$ cat src/rtl/btb_update_sched_pkg.sv
// Shared types and constants for the BTB update scheduler.
// Latency: n/a (types, constants and one pure function).
// Backpressure: n/a.
package btb_update_sched_pkg;

   localparam int PC_W       = 8;
   localparam int BTB_N      = 8;
   localparam int IDX_W      = $clog2(BTB_N);
   localparam int Q_DEPTH    = 4;
   localparam int QP_W       = $clog2(Q_DEPTH);
   localparam int STARVE_MAX = 3;
   localparam int STARVE_W   = $clog2(STARVE_MAX + 1);

   // One pending BTB write.
   typedef struct packed {
      logic [IDX_W-1:0] idx;
      logic [PC_W-1:0]  tag;
      logic [PC_W-1:0]  tgt;
      logic [1:0]       state;
   } btb_upd_t;

   // 2-bit saturating counter step: up on taken, down on not taken.
   function automatic logic [1:0] sat2(input logic [1:0] s, input logic taken);
      if (taken) return (s == 2'd3) ? s : s + 2'd1;
      else       return (s == 2'd0) ? s : s - 2'd1;
   endfunction

endpackage

$ cat src/rtl/btb_upd_fifo.sv
// Circular update queue with a tag search that returns the youngest matching entry.
// Latency: a push is visible at the head/compare outputs one cycle later.
// Backpressure: none internally; the caller pops whenever full so a push is never lost.
// Ports: i_push/i_push_dat write the tail, i_pop retires the head (o_head_dat),
//        o_count is occupancy, i_cmp_tag searches live entries -> o_cmp_hit/_idx/_state.
module btb_upd_fifo
   import btb_update_sched_pkg::*;
(
   input  logic             i_clk,
   input  logic             i_rst,
   input  logic             i_push,
   input  btb_upd_t         i_push_dat,
   input  logic             i_pop,
   output btb_upd_t         o_head_dat,
   output logic [QP_W:0]    o_count,
   input  logic [PC_W-1:0]  i_cmp_tag,
   output logic             o_cmp_hit,
   output logic [IDX_W-1:0] o_cmp_idx,
   output logic [1:0]       o_cmp_state
);

   btb_upd_t        r_mem [Q_DEPTH];
   logic [QP_W-1:0] r_rd_ptr;
   logic [QP_W-1:0] r_wr_ptr;
   logic [QP_W:0]   r_count;

   always_ff @(posedge i_clk) begin
      if (i_rst) begin
         r_rd_ptr <= '0;
         r_wr_ptr <= '0;
         r_count  <= '0;
      end else begin
         if (i_push) begin
            r_mem[r_wr_ptr] <= i_push_dat;
            r_wr_ptr        <= r_wr_ptr + QP_W'(1);
         end
         if (i_pop) r_rd_ptr <= r_rd_ptr + QP_W'(1);
         case ({i_push, i_pop})
            2'b10:   r_count <= r_count + (QP_W+1)'(1);
            2'b01:   r_count <= r_count - (QP_W+1)'(1);
            default: r_count <= r_count;
         endcase
      end
   end

   assign o_head_dat = r_mem[r_rd_ptr];
   assign o_count    = r_count;

   // Walk oldest -> youngest so the last match (youngest) overrides earlier ones.
   always_comb begin
      o_cmp_hit   = 1'b0;
      o_cmp_idx   = '0;
      o_cmp_state = '0;
      for (int i = 0; i < Q_DEPTH; i++) begin
         if (((QP_W+1)'(i) < r_count) &&
             (r_mem[r_rd_ptr + QP_W'(i)].tag == i_cmp_tag)) begin
            o_cmp_hit   = 1'b1;
            o_cmp_idx   = r_mem[r_rd_ptr + QP_W'(i)].idx;
            o_cmp_state = r_mem[r_rd_ptr + QP_W'(i)].state;
         end
      end
   end

endmodule

$ cat src/rtl/btb_update_sched.sv
// Turns EX branch resolutions into a registered flush/redirect and queued BTB writes.
// Latency: flush 1 cycle after a mispredict; a BTB write is at least 1 cycle after resolution.
// Backpressure: fetch owns the BTB port unless the queue is full or updates starved STARVE_MAX cycles.
// Ports: i_res_* resolution from EX, i_fetch_req/o_fetch_stall port arbitration,
//        o_flush/o_redirect_pc front-end kill, o_btb_wr_* BTB write port, o_q_count occupancy.
module btb_update_sched
   import btb_update_sched_pkg::*;
(
   input  logic             i_clk,
   input  logic             i_rst,
   input  logic             i_res_valid,
   input  logic [PC_W-1:0]  i_res_pc,
   input  logic [PC_W-1:0]  i_res_target,
   input  logic             i_res_taken,
   input  logic             i_res_pred,
   input  logic             i_res_hit,
   input  logic [IDX_W-1:0] i_res_idx,
   input  logic [1:0]       i_res_state,
   input  logic             i_fetch_req,
   output logic             o_fetch_stall,
   output logic             o_flush,
   output logic [PC_W-1:0]  o_redirect_pc,
   output logic             o_btb_wr_en,
   output logic [IDX_W-1:0] o_btb_wr_idx,
   output logic [PC_W-1:0]  o_btb_wr_tag,
   output logic [PC_W-1:0]  o_btb_wr_tgt,
   output logic [1:0]       o_btb_wr_state,
   output logic [QP_W:0]    o_q_count
);

   logic                r_flush;
   logic [PC_W-1:0]     r_redirect;
   logic [IDX_W-1:0]    r_alloc_ptr;
   logic [STARVE_W-1:0] r_starve;

   logic                w_mispred;
   logic                w_push;
   logic                w_pop;
   logic                w_nonempty;
   logic                w_full;
   logic                w_starved;
   logic                w_cmp_hit;
   logic [IDX_W-1:0]    w_cmp_idx;
   logic [1:0]          w_cmp_state;
   logic [1:0]          w_base;
   logic [QP_W:0]       w_count;
   btb_upd_t            w_push_dat;
   btb_upd_t            w_head;

   assign w_mispred = i_res_valid & (i_res_pred != i_res_taken);

   // A not-taken miss has nothing worth caching.
   assign w_push = i_res_valid & (i_res_hit | i_res_taken);

   // A still-queued write to the same PC is newer than what fetch read.
   assign w_base = w_cmp_hit ? w_cmp_state : i_res_state;

   always_comb begin
      w_push_dat     = '0;
      w_push_dat.tag = i_res_pc;
      w_push_dat.tgt = i_res_target;
      if (i_res_hit) begin
         w_push_dat.idx   = i_res_idx;
         w_push_dat.state = sat2(w_base, i_res_taken);
      end else if (w_cmp_hit) begin
         // Miss on a PC already allocated in the queue: keep its slot.
         w_push_dat.idx   = w_cmp_idx;
         w_push_dat.state = sat2(w_cmp_state, i_res_taken);
      end else begin
         w_push_dat.idx   = r_alloc_ptr;
         w_push_dat.state = 2'b10;
      end
   end

   assign w_nonempty = (w_count != '0);
   assign w_full     = (w_count == (QP_W+1)'(Q_DEPTH));
   assign w_starved  = (r_starve == STARVE_W'(STARVE_MAX));

   // Full always drains, which makes push-while-full a simultaneous pop+push.
   assign w_pop         = w_nonempty & (~i_fetch_req | w_starved | w_full);
   assign o_fetch_stall = w_pop & i_fetch_req;

   btb_upd_fifo u_fifo (
      .i_clk       (i_clk),
      .i_rst       (i_rst),
      .i_push      (w_push),
      .i_push_dat  (w_push_dat),
      .i_pop       (w_pop),
      .o_head_dat  (w_head),
      .o_count     (w_count),
      .i_cmp_tag   (i_res_pc),
      .o_cmp_hit   (w_cmp_hit),
      .o_cmp_idx   (w_cmp_idx),
      .o_cmp_state (w_cmp_state)
   );

   always_ff @(posedge i_clk) begin
      if (i_rst) begin
         r_flush     <= 1'b0;
         r_redirect  <= '0;
         r_alloc_ptr <= '0;
         r_starve    <= '0;
      end else begin
         r_flush    <= w_mispred;
         r_redirect <= !w_mispred   ? '0 :
                       i_res_taken  ? i_res_target : i_res_pc + PC_W'(1);
         if (w_push & ~i_res_hit & ~w_cmp_hit)
            r_alloc_ptr <= r_alloc_ptr + IDX_W'(1);
         if (w_pop)
            r_starve <= '0;
         else if (w_nonempty & i_fetch_req)
            r_starve <= r_starve + STARVE_W'(1);
      end
   end

   assign o_flush        = r_flush;
   assign o_redirect_pc  = r_redirect;
   assign o_btb_wr_en    = w_pop;
   assign o_btb_wr_idx   = w_pop ? w_head.idx   : '0;
   assign o_btb_wr_tag   = w_pop ? w_head.tag   : '0;
   assign o_btb_wr_tgt   = w_pop ? w_head.tgt   : '0;
   assign o_btb_wr_state = w_pop ? w_head.state : '0;
   assign o_q_count      = w_count;

endmodule

$ cat config.mk
export PLATFORM = sky130hd
export DESIGN_NAME = btb_update_sched
export DESIGN_NICKNAME = d
export VERILOG_FILES = /design/src/rtl/btb_update_sched_pkg.sv /design/src/rtl/btb_upd_fifo.sv /design/src/rtl/btb_update_sched.sv
export SDC_FILE = /design/constraint.sdc
export NUM_CORES = 1
export LEC_CHECK = 0
export ABC_AREA = 1
export BUFFER_PORTS_ARGS = -buffer_cell sky130_fd_sc_hd__buf_4
export CAP_MARGIN = 20
export CORE_ASPECT_RATIO = 1.5
export CORE_MARGIN = 1
export CORE_UTILIZATION = 30
export CTS_BUF_LIST = sky130_fd_sc_hd__clkbuf_8
export DETAILED_ROUTE_END_ITERATION = 8
export GPL_ROUTABILITY_DRIVEN = 0
export PLACE_DENSITY = 0.49
export SLEW_MARGIN = 20
export SYNTH_ARGS = -nofsm -noshare
export SYNTH_HDL_FRONTEND = slang
export SYNTH_SLANG_ARGS = --single-unit
$ cat constraint.sdc
create_clock -name i_clk -period 4.7 [get_ports i_clk]
set_input_delay 0.47 -clock i_clk [delete_from_list [all_inputs] [get_ports i_clk]]
set_output_delay 0.47 -clock i_clk [all_outputs]
set_load 0.005 [all_outputs]
==> out/results.ini, run 1 <==
[worst_setup_path]
cpMostUsedCell=nand2_1
cp.arrival_ns=3.60
cpPeakStageDelay_ns=0.54
crit_path_cell_trace=buf_4 > nor2_1 > a21oi_1 > nand2_1 > nand2_1 > nand2_1 > nor2_1 > nand2_1 > nor2_1 > inv_1 > nor3_1 > a21oi_1 > o21bai_1 > nand2_1
crit_path_end_kind=register
critical_path_class=register to register
regToRegSetupSlack_ns=1.25
slowest_stage=dfxtp_2
worstPathRequired_ns=4.85
path_max_fanout=47
critPathLaunchType=register
cp_top_family=simple AND/OR/NAND/NOR gates
crit_buf_inv=2

[cts]
clkSinkCount=107
cts_resized=0
clkLatencyLatePin_ns=0.42
clk_path_buf_depth=2
htree_levels=3
cts_inserted_buffers=9
ctsHoldBuffers=0
cts-root-buf=clkbuf_8
tritoncts=yes
post_cts_buffers=0
cts.clk_slew.worst_paths_ns=0.12

[place]
port_buffers=62
dp.final_hpwl_mm=15.9
place_ws_ns=1.34

[cells_and_area]
multiInputGateArea_um2=3240
register_area_um2=2980
diodes=0
drive_gt1_frac=0.118
synthToLayoutAreaGrowth_pct=13.4
n_fill_cell=2403
nets=1021

[global_routing]
grt.total_usage=0.199
antenna_found_initial=0
grt_pass1_wl_mm=34.5
grt_overflow=0
grt_max_degree=48
grt_pass1_vias=6106

[logic_synthesis]
netlist_instances=935
ys_seq_area_frac=0.438
ys_seq_elements=107
synthArstFlopShare=0
synth_edf_count=84
synth_nets=975
yosys_warnings=0
post_synth_num_cell_types=39
syn_area_per_cell_um2=7.28
yosys_most_used_dff=edfxtp_1
syn_area_um2=6800

[floorplanning]
start_util=0.305
io_pins=63
fp.dieH_um=186
die_width_um=125
die-area_um2=23300
num_rows=67
core_area_um2=22300

[drt]
drt-total-wl_mm=22.6
drc=4
drt_first_pass_iters=8
vias=6349
avgViaCountPerCell=5.03
post_drt_wl_per_cell_um=17.9
initialDrtViolationCount=399
detail-route-antenna-nets=0

[timing]
finalSetupTns_ns=0
fin_worst_skew_ns=0.0257
worst_slew_pin_slew_ns=0.915
final_hold_viol_count=0
max_freq_ghz=0.289
timing.final.ws_setup_ns=1.25
min_period_ns=3.45
slew_headroom=0.388
grt_setup_unrepaired=no
post-route-period-util=0.735
setup_violations=0
drv_slew=0

[power_and_ir_drop]
cellPowerDensity_nw_per_um2=528
vdd_ir_drop_max_mv=0.223
p_leak_uw=0.00354

[hold_path]
min_path_type=input port to register

[run_status]
status=finished, violations left
violations=DRC

[run]
maxCapViolations=0

per-stage QoR:
stage / area, um2 / util / instances / hold WS (ns) / total power, uW
after floorplan: 6800 / - / 935 / 0.435 / 2730
after global placement: 7480 / 0.335 / 1246 / 0.480 / 3420
after detailed placement: 7480 / 0.335 / 1246 / 0.493 / 3430
after CTS: 7710 / 0.346 / 1262 / 0.227 / 4110
after global routing: 7710 / 0.346 / 1262 / 0.245 / 4410
final: 7710 / 0.346 / 1262 / 0.254 / 4070
path summary, 6_finish.rpt:
kind,from,end,cells past startpoint
setup / recovery,u_fifo.r_rd_ptr[0]$_SDFFE_PP0N_,u_fifo.r_mem[2][18]$_DFFE_PP_,14
setup reg to reg,u_fifo.r_rd_ptr[0]$_SDFFE_PP0N_,u_fifo.r_mem[2][18]$_DFFE_PP_,14
hold reg to reg,r_alloc_ptr[1]$_SDFFE_PP0P_,r_alloc_ptr[1]$_SDFFE_PP0P_,2
hold / removal,i_rst,r_alloc_ptr[0]$_SDFFE_PP0P_,2
cell usage after synthesis, types with 3 or more instances:
cell	n	area share
clkbuf_1	12	0.0066
nand2_2	9	0.0083
o21bai_1	3	0.0033
nor3_1	8	0.0059
or2_2	3	0.0028
xor2_1	14	0.018
and3_1	3	0.0028
nand2_1	314	0.17
a21oi_1	44	0.032
buf_2	8	0.0059
edfxtp_1	84	0.37
nand3_1	77	0.057
ha_1	12	0.022
inv_1	90	0.050
o22ai_1	9	0.0083
nor2_1	98	0.054
dfxtp_1	23	0.068
buf_6	8	0.013
o211ai_1	3	0.0033
buf_4	5	0.0055
nand2_4	3	0.0050
a22oi_1	3	0.0033
clkinv_1	3	0.0017
nand4_1	9	0.0083
buf_1	3	0.0017
inv_2	3	0.0017
o21ai_0	69	0.051
routing by layer:
layer,GRT usage,part of all wire
met2,0.361,0.52
met5,0,0
met3,0.0209,0.035
met4,0.121,0.050
met1,0.222,0.39
placed cells by master, fill, tap and decap left out, types with 3 or more instances in the layout:
master,count
nor3_1,8
ha_1,12
and3_1,3
nor2_4,4
inv_1,90
a21oi_1,44
nor2_2,3
clkinv_1,3
xor2_1,14
nand3_1,77
clkbuf_8,9
clkinv_8,3
o211ai_1,3
nor2_1,94
edfxtp_1,84
nand2_1,314
or2_2,3
inv_2,3
o22ai_1,9
nand2_4,3
nand4_1,9
a22oi_1,3
o21ai_0,69
o21bai_1,3
dfxtp_1,22
buf_4,71
nand2_2,9
cell type report:
type / instances / area share
sequential: 107 / 0.387
tap: 276 / 0.0448
clock buffer: 9 / 0.0161
inverter: 98 / 0.0487
clock inverter: 7 / 0.0143
timing repair buffer: 71 / 0.0691
multi-input combinational: 694 / 0.420
cell families after synthesis:
family                     count (synthesis)  share of synthesized area
AOI/OAI and AO/OA                        135                      0.106
xor gates and xnor gates                  15                     0.0193
adders and majority gates                 12                     0.0221
buffers and inverters                    134                     0.0881
DFF                                      107                      0.438
muxes                                      1                    0.00165
and+or+nand+nor                          531                      0.325
state kept, by name, summed over array words and instances, names as in the netlist, named ones only:
signal           flops
u_fifo.r_rd_ptr      2
u_fifo.r_mem        84
o_flush              1
u_fifo.o_count       3
u_fifo.r_wr_ptr      2
r_starve             2
o_redirect_pc        8
r_alloc_ptr          3
worst register-to-register path, stage by stage, from the launching register on:
cell	delay, ns
dfxtp_2	0.54
buf_4	0.50
nor2_1	0.25
a21oi_1	0.23
nand2_1	0.08
nand2_1	0.10
nand2_1	0.06
nor2_1	0.08
nand2_1	0.05
nor2_1	0.44
inv_1	0.25
nor3_1	0.19
a21oi_1	0.08
o21bai_1	0.19
nand2_1	0.14
power breakdown:
| part | internal, uW | switching (uW) | leakage (uW) |
|---|---|---|---|
| clock | 268 | 393 | 0.000116 |
| combinational | 719 | 1540 | 0.00247 |
| sequential | 1080 | 74.1 | 0.000952 |
| total | 2070 | 2010 | 0.00354 |
Power figures use the tool's default switching activity.
==> run 2: changes to the inputs <==
PLACE_DENSITY = 0.51   (was 0.49)
clock period = 3.1 ns   (was 4.7 ns; I/O delays follow)
==> run 2 against run 1 <==
Compared with the run above: the run now ends clean; global-route usage is 0.090 points higher; routed wire length is 0.91% lower; die area stayed put; register-to-register slack worse by 0.95 ns; flip-flop and latch count stayed put; combinational power is 53% higher; sequential share of layout area is 0.60 points lower; clock power is 43% higher; setup slack worse by 0.95 ns; count of clock-buffer cells in the layout stayed put.
==> out/results.ini, run 2 (synthesis results as in run 1) <==
[worst_setup_path]
startpoint=u_fifo.r_rd_ptr[0]$_SDFFE_PP0N_
r2r_cells=15  ; +1
path_max_fanout=16  ; -66%
critical_path_class=register to register
r2r_start=u_fifo.r_rd_ptr[0]$_SDFFE_PP0N_
worstPathRequired_ns=3.24  ; -1.61 ns
critPathLaunchType=register
cp.arrival_ns=2.95  ; -0.65 ns
crit_path_end_kind=register

[cts]
cts_inserted_buffers=9  ; unchanged
cts-root-buf=clkbuf_8
clkLatencyLatePin_ns=0.41  ; about the same
clk_path_buf_depth=2  ; unchanged
cts.clk_slew.worst_paths_ns=0.11  ; about the same
post_cts_buffers=0  ; unchanged
tritoncts=yes
clkSinkCount=107  ; unchanged
htree_levels=3  ; unchanged

[power_and_ir_drop]
p_clk_frac=0.154  ; -0.008
p_total_uw=6140  ; +51%
swShare=0.477  ; -0.0154
p_switching_uw=2930  ; +46%
p_leak_uw=0.00362  ; +2.5%
vdd_ir_drop_max_mv=0.371  ; +66%
combinationalPowerShare=0.564  ; +0.009
intPower_uw=3210  ; +56%
pwr-share-seq=0.282  ; about the same
cellPowerDensity_nw_per_um2=784  ; +49%

[drt]
drt_first_pass_iters=5  ; -3
drt-total-wl_mm=22.4  ; -0.91%
detail-route-antenna-nets=0  ; unchanged
initialDrtViolationCount=347  ; -13%
drc=0  ; -4
post_drt_wl_per_cell_um=17.5  ; -2.4%
vias=6368  ; +0.30%
avgViaCountPerCell=4.97  ; -1.2%

[floorplanning]
core_area_um2=22300  ; unchanged
num_rows=67  ; unchanged
die_width_um=125  ; unchanged
io_pins=63  ; unchanged
die-area_um2=23300  ; unchanged
start_util=0.305  ; unchanged
fp.dieH_um=186  ; unchanged

[timing]
slew_headroom=0.630  ; +0.242
grt_setup_unrepaired=no
final_hold_viol_count=0  ; unchanged
worst_slew_pin_slew_ns=0.549  ; -0.366 ns
drv_slew=0  ; unchanged
max_freq_ghz=0.356  ; +23%
setup_violations=0  ; unchanged
post-route-period-util=0.906  ; +0.171
finalSetupTns_ns=0  ; unchanged
whs_ns=0.121  ; -0.132 ns
fin_worst_skew_ns=0.0131  ; -0.0126 ns
min_period_ns=2.81  ; -0.645 ns

[hold_path]
min_path_type=input port to register
min_path_cells=1  ; -1
hold_path.startpoint=i_res_target[6]

[cells_and_area]
largest_reg_flops=84  ; unchanged
final_common_cell=nand2_1
diodes=0  ; unchanged
synthToLayoutAreaGrowth_pct=15.2
mostFrequentLayoutCells=nand2_1 (314), nor2_1 (94), inv_1 (90), buf_4 (90), edfxtp_1 (84)
nets=1040  ; +1.9%
drive_gt1_frac=0.134  ; +0.0167
final_cell_count_no_fill=1281  ; +1.5%
regMostFlops=u_fifo.r_mem
fin_util=0.351  ; +0.00544

[global_routing]
grtUsageMet2=0.364  ; +0.00322
grt_pass1_vias=6404  ; +4.9%
grt_util_met3=0.0255  ; +0.00459
busiest_layer=met2
antenna_found_initial=0  ; unchanged
grt_max_degree=27  ; -44%
grtUsageMet1=0.209  ; -0.0128
grt.total_usage=0.200  ; +0.000899
grt_overflow=0  ; unchanged
grt_pass1_wl_mm=35.1  ; +1.9%

[run]
maxCapViolations=0  ; unchanged

[run_status]
status=finished, final reports clean

[place]
dp.final_hpwl_mm=16.6  ; +4.6%
port_buffers=62  ; unchanged
dp_cells=1265  ; +1.5%

## run 2: changes by cell type in the layout (fill, tap and decap cells not counted), sizes merged
cell,previous run,this run
inv,97,98
clkinv,7,6
buf,71,90
## run 2: layout make-up
class	instances	area, um2
clock buffer	9	124
clock inverter	7	93.8
fill	2425	14500
inverter	98	375
multi-input combinational	694	3240
sequential	107	2980
tap	276	345
timing repair buffer	90	676
## run 2: metal layers
layer / up-vias / part of all wire
met2: 185 / 0.52
met3: 63 / 0.043
met1: 2938 / 0.37
met5: - / 0
met4: 0 / 0.064
li1: 3182 / -
## run 2: per-stage QoR
step,setup slack [ns],instance area [um2]
finish,0.290,7840
global route,0.00649,7840
CTS,0.241,7830
detailed placement,0.257,7610
global placement,0.293,7610
floorplan,0.931,6800
## run 2: worst paths after layout
check | to | slack, ns
min | u_fifo.r_mem[2][8]$_DFFE_PP_ | 0.12
max reg2reg | u_fifo.r_mem[2][18]$_DFFE_PP_ | 0.29
max | u_fifo.r_mem[2][18]$_DFFE_PP_ | 0.29
min reg2reg | r_alloc_ptr[2]$_SDFFE_PP0P_ | 0.48
## run 2: power by group through the flow
stage	clock [uW]	sequential, uW	combinational [uW]
global placement	0	1760	3440
detailed placement	0	1770	3450
global route	1030	1750	3910
floorplan	0	1720	2420
finish	947	1730	3460
CTS	984	1730	3470
## run 2: critical path, stage by stage, from the launching register on
cell and delay, ns:
dfxtp_2 0.51, buf_4 0.28, buf_4 0.17, nand2_1 0.04
o21ai_0 0.09, nand2_1 0.10, nand3_1 0.13, inv_1 0.05
nor2_1 0.10, nand3_1 0.08, nor2_1 0.22, inv_1 0.16
nor3_1 0.26, a21oi_1 0.07, o21bai_1 0.15, nand2_1 0.14
## run 2: timing repair
action | CTS | global route
gates resized for setup | 0 | 1
hold buffers | 0 | 0
setup endpoints to repair | 0 | 20
==> run 3: changes to the inputs <==
PLACE_DENSITY = default   (was 0.51)
PLACE_DENSITY_LB_ADDON = 0.12   (was default)
==> run 3 against run 2 <==
Compared with the run above: the flow now finishes with violations (DRC); global-route usage barely moved; first-iteration DRC count rose by 7.5%; sequential power about the same; utilization increased by 0.21 points; worst hold slack lost 0.021 ns; count of clock-buffer cells in the layout stayed put; largest cell class unchanged; largest power group unchanged; highest routed layer unchanged.
==> out/results.ini, run 3 (synthesis results as in run 1) <==
[cells_and_area]
diodes=0  ; unchanged
final_common_cell=nand2_1
drive_gt1_frac=0.139  ; +0.00470
nets=1042  ; +0.19%
largest_reg_flops=84  ; unchanged
regMostFlops=u_fifo.r_mem
mostFrequentLayoutCells=nand2_1 (314), nor2_1 (93), inv_1 (90), buf_4 (90), edfxtp_1 (84)
final_cell_count_no_fill=1283  ; +0.16%
synthToLayoutAreaGrowth_pct=15.9

[run_status]
status=finished, violations left
violations=DRC

[worst_setup_path]
crit_path_end_kind=register
cp_top_family=simple AND/OR/NAND/NOR gates
critPathLaunchType=register
critical_path_class=register to register
worstPathRequired_ns=3.24  ; about the same
cpPeakStageDelay_ns=0.34  ; -0.17 ns
slowest_stage=dfxtp_1
cpMostUsedCell=nand2_1
crit_path_cell_trace=inv_2 > buf_4 > nand2_1 > nand3_1 > nand2_1 > a21oi_1 > nand2_1 > nor2_2 > and3_2 > nor2_4 > nand2_2 > nor2_1 > inv_2 > nand2_2 > nor2_1 > nor2_1 > nand2_1 > nand2_1
path_max_fanout=15  ; -1
cp.arrival_ns=2.96  ; about the same
crit_buf_inv=3  ; -1

[cts]
htree_levels=3  ; unchanged
clkLatencyLatePin_ns=0.41  ; about the same
ctsHoldBuffers=0  ; unchanged
cts-root-buf=clkbuf_8
cts.clk_slew.worst_paths_ns=0.14  ; +0.03 ns
clkSinkCount=107  ; unchanged
cts_inserted_buffers=9  ; unchanged
tritoncts=yes
clk_path_buf_depth=2  ; unchanged
post_cts_buffers=0  ; unchanged

[floorplanning]
die-area_um2=23300  ; unchanged
io_pins=63  ; unchanged
core_area_um2=22300  ; unchanged
num_rows=67  ; unchanged
die_width_um=125  ; unchanged
fp.dieH_um=186  ; unchanged
start_util=0.305  ; unchanged

[timing]
min_period_ns=2.82  ; +0.00653 ns
worst_slew_pin_slew_ns=0.610  ; +0.0611 ns
setup_violations=0  ; unchanged
whs_ns=0.101  ; -0.0207 ns
post-route-period-util=0.908  ; +0.00211
timing.final.ws_setup_ns=0.284  ; -0.00653 ns
grt_setup_unrepaired=no
final_hold_viol_count=0  ; unchanged
fin_worst_skew_ns=0.0186  ; +0.00550 ns
slew_headroom=0.590  ; -0.0400
finalSetupTns_ns=0  ; unchanged
drv_slew=0  ; unchanged
max_freq_ghz=0.355  ; -0.23%

[drt]
drc=5  ; +5
wl_met3_um=580  ; -41%
post_drt_wl_per_cell_um=17.9  ; +2.3%
met1Wirelength_mm=9.15  ; +9.1%
avgViaCountPerCell=4.91  ; -1.3%
detail-route-antenna-nets=0  ; unchanged
routed.top_layer=met4
drt_first_pass_iters=7  ; +2
vias=6298  ; -1.1%
wl_met2_mm=12.2  ; +4.7%
initialDrtViolationCount=373  ; +7.5%
drt-total-wl_mm=23.0  ; +2.5%

[global_routing]
grt.total_usage=0.200  ; -0.000320
grt_overflow=0  ; unchanged
grt_pass1_wl_mm=34.5  ; -1.9%
grt_pass1_vias=6085  ; -5.0%
grt_max_degree=39  ; +44%
antenna_found_initial=0  ; unchanged

[place]
dp_cells=1267  ; +0.16%
dp.final_hpwl_mm=16.9  ; +1.7%
port_buffers=62  ; unchanged
place_ws_ns=0.0628  ; -0.194 ns

[run]
maxCapViolations=0  ; unchanged

[hold_path]
hold_path.startpoint=i_res_target[2]
min_path_type=input port to register

[power_and_ir_drop]
p_total_uw=6300  ; +2.5%
p_leak_uw=0.00364  ; +0.29%
vdd_ir_drop_max_mv=0.301  ; -19%
cellPowerDensity_nw_per_um2=799  ; +1.9%

run 3: cell types whose count changed in the layout (fill, tap and decap cells not counted), sizes merged:
cell / previous run / this run
buf: 90 / 92
bufinv: 1 / 0
clkinv: 6 / 4
inv: 98 / 101
run 3: final timing paths:
path | endpoint | slack [ns] | depth (start not counted)
worst max-delay path | u_fifo.r_mem[1][1]$_DFFE_PP_ | 0.28 | 18
worst min-delay path | u_fifo.r_mem[3][4]$_DFFE_PP_ | 0.10 | 1
worst max register to register | u_fifo.r_mem[1][1]$_DFFE_PP_ | 0.28 | 18
worst min register to register | r_alloc_ptr[2]$_SDFFE_PP0P_ | 0.51 | 2
run 3: repair_timing:
| action | 4_1_cts | 5_1_grt |
|---|---|---|
| hold endpoints to repair | 0 | 0 |
| resized for setup | 0 | 7 |
| setup endpoints to repair | 0 | 20 |
run 3: layout make-up:
cell class / count / area (um2)
inverter: 98 / 375
fill: 2404 / 14400
multi-input combinational: 694 / 3240
sequential: 107 / 2990
clock buffer: 9 / 124
clock inverter: 7 / 98.8
tap: 276 / 345
timing repair buffer: 92 / 711
run 3: per-stage QoR:
stage               area [um2]   util
floorplan                 6800      -
global placement          7640  0.343
detailed placement        7640  0.343
CTS                       7860  0.353
global route              7880  0.353
finish                    7880  0.353
run 3: routing by layer:
| layer | vias to the layer above | global-route usage |
|---|---|---|
| li1 | 3190 | - |
| met4 | 0 | 0.116 |
| met5 | - | 0 |
| met3 | 51 | 0.0244 |
| met1 | 2918 | 0.215 |
| met2 | 139 | 0.372 |
run 3: worst reg2reg max path: stages, from the launching register on:
cell,delay [ns]
dfxtp_1,0.34
inv_2,0.21
buf_4,0.28
nand2_1,0.08
nand3_1,0.10
nand2_1,0.13
a21oi_1,0.19
nand2_1,0.08
nor2_2,0.20
and3_2,0.34
nor2_4,0.08
nand2_2,0.09
nor2_1,0.05
inv_2,0.05
nand2_2,0.05
nor2_1,0.09
nor2_1,0.04
nand2_1,0.06
nand2_1,0.10
run 3: power by group:
part           internal [uW]  switching [uW]
registers               1640             111
logic                   1230            2350
clock network            348             616
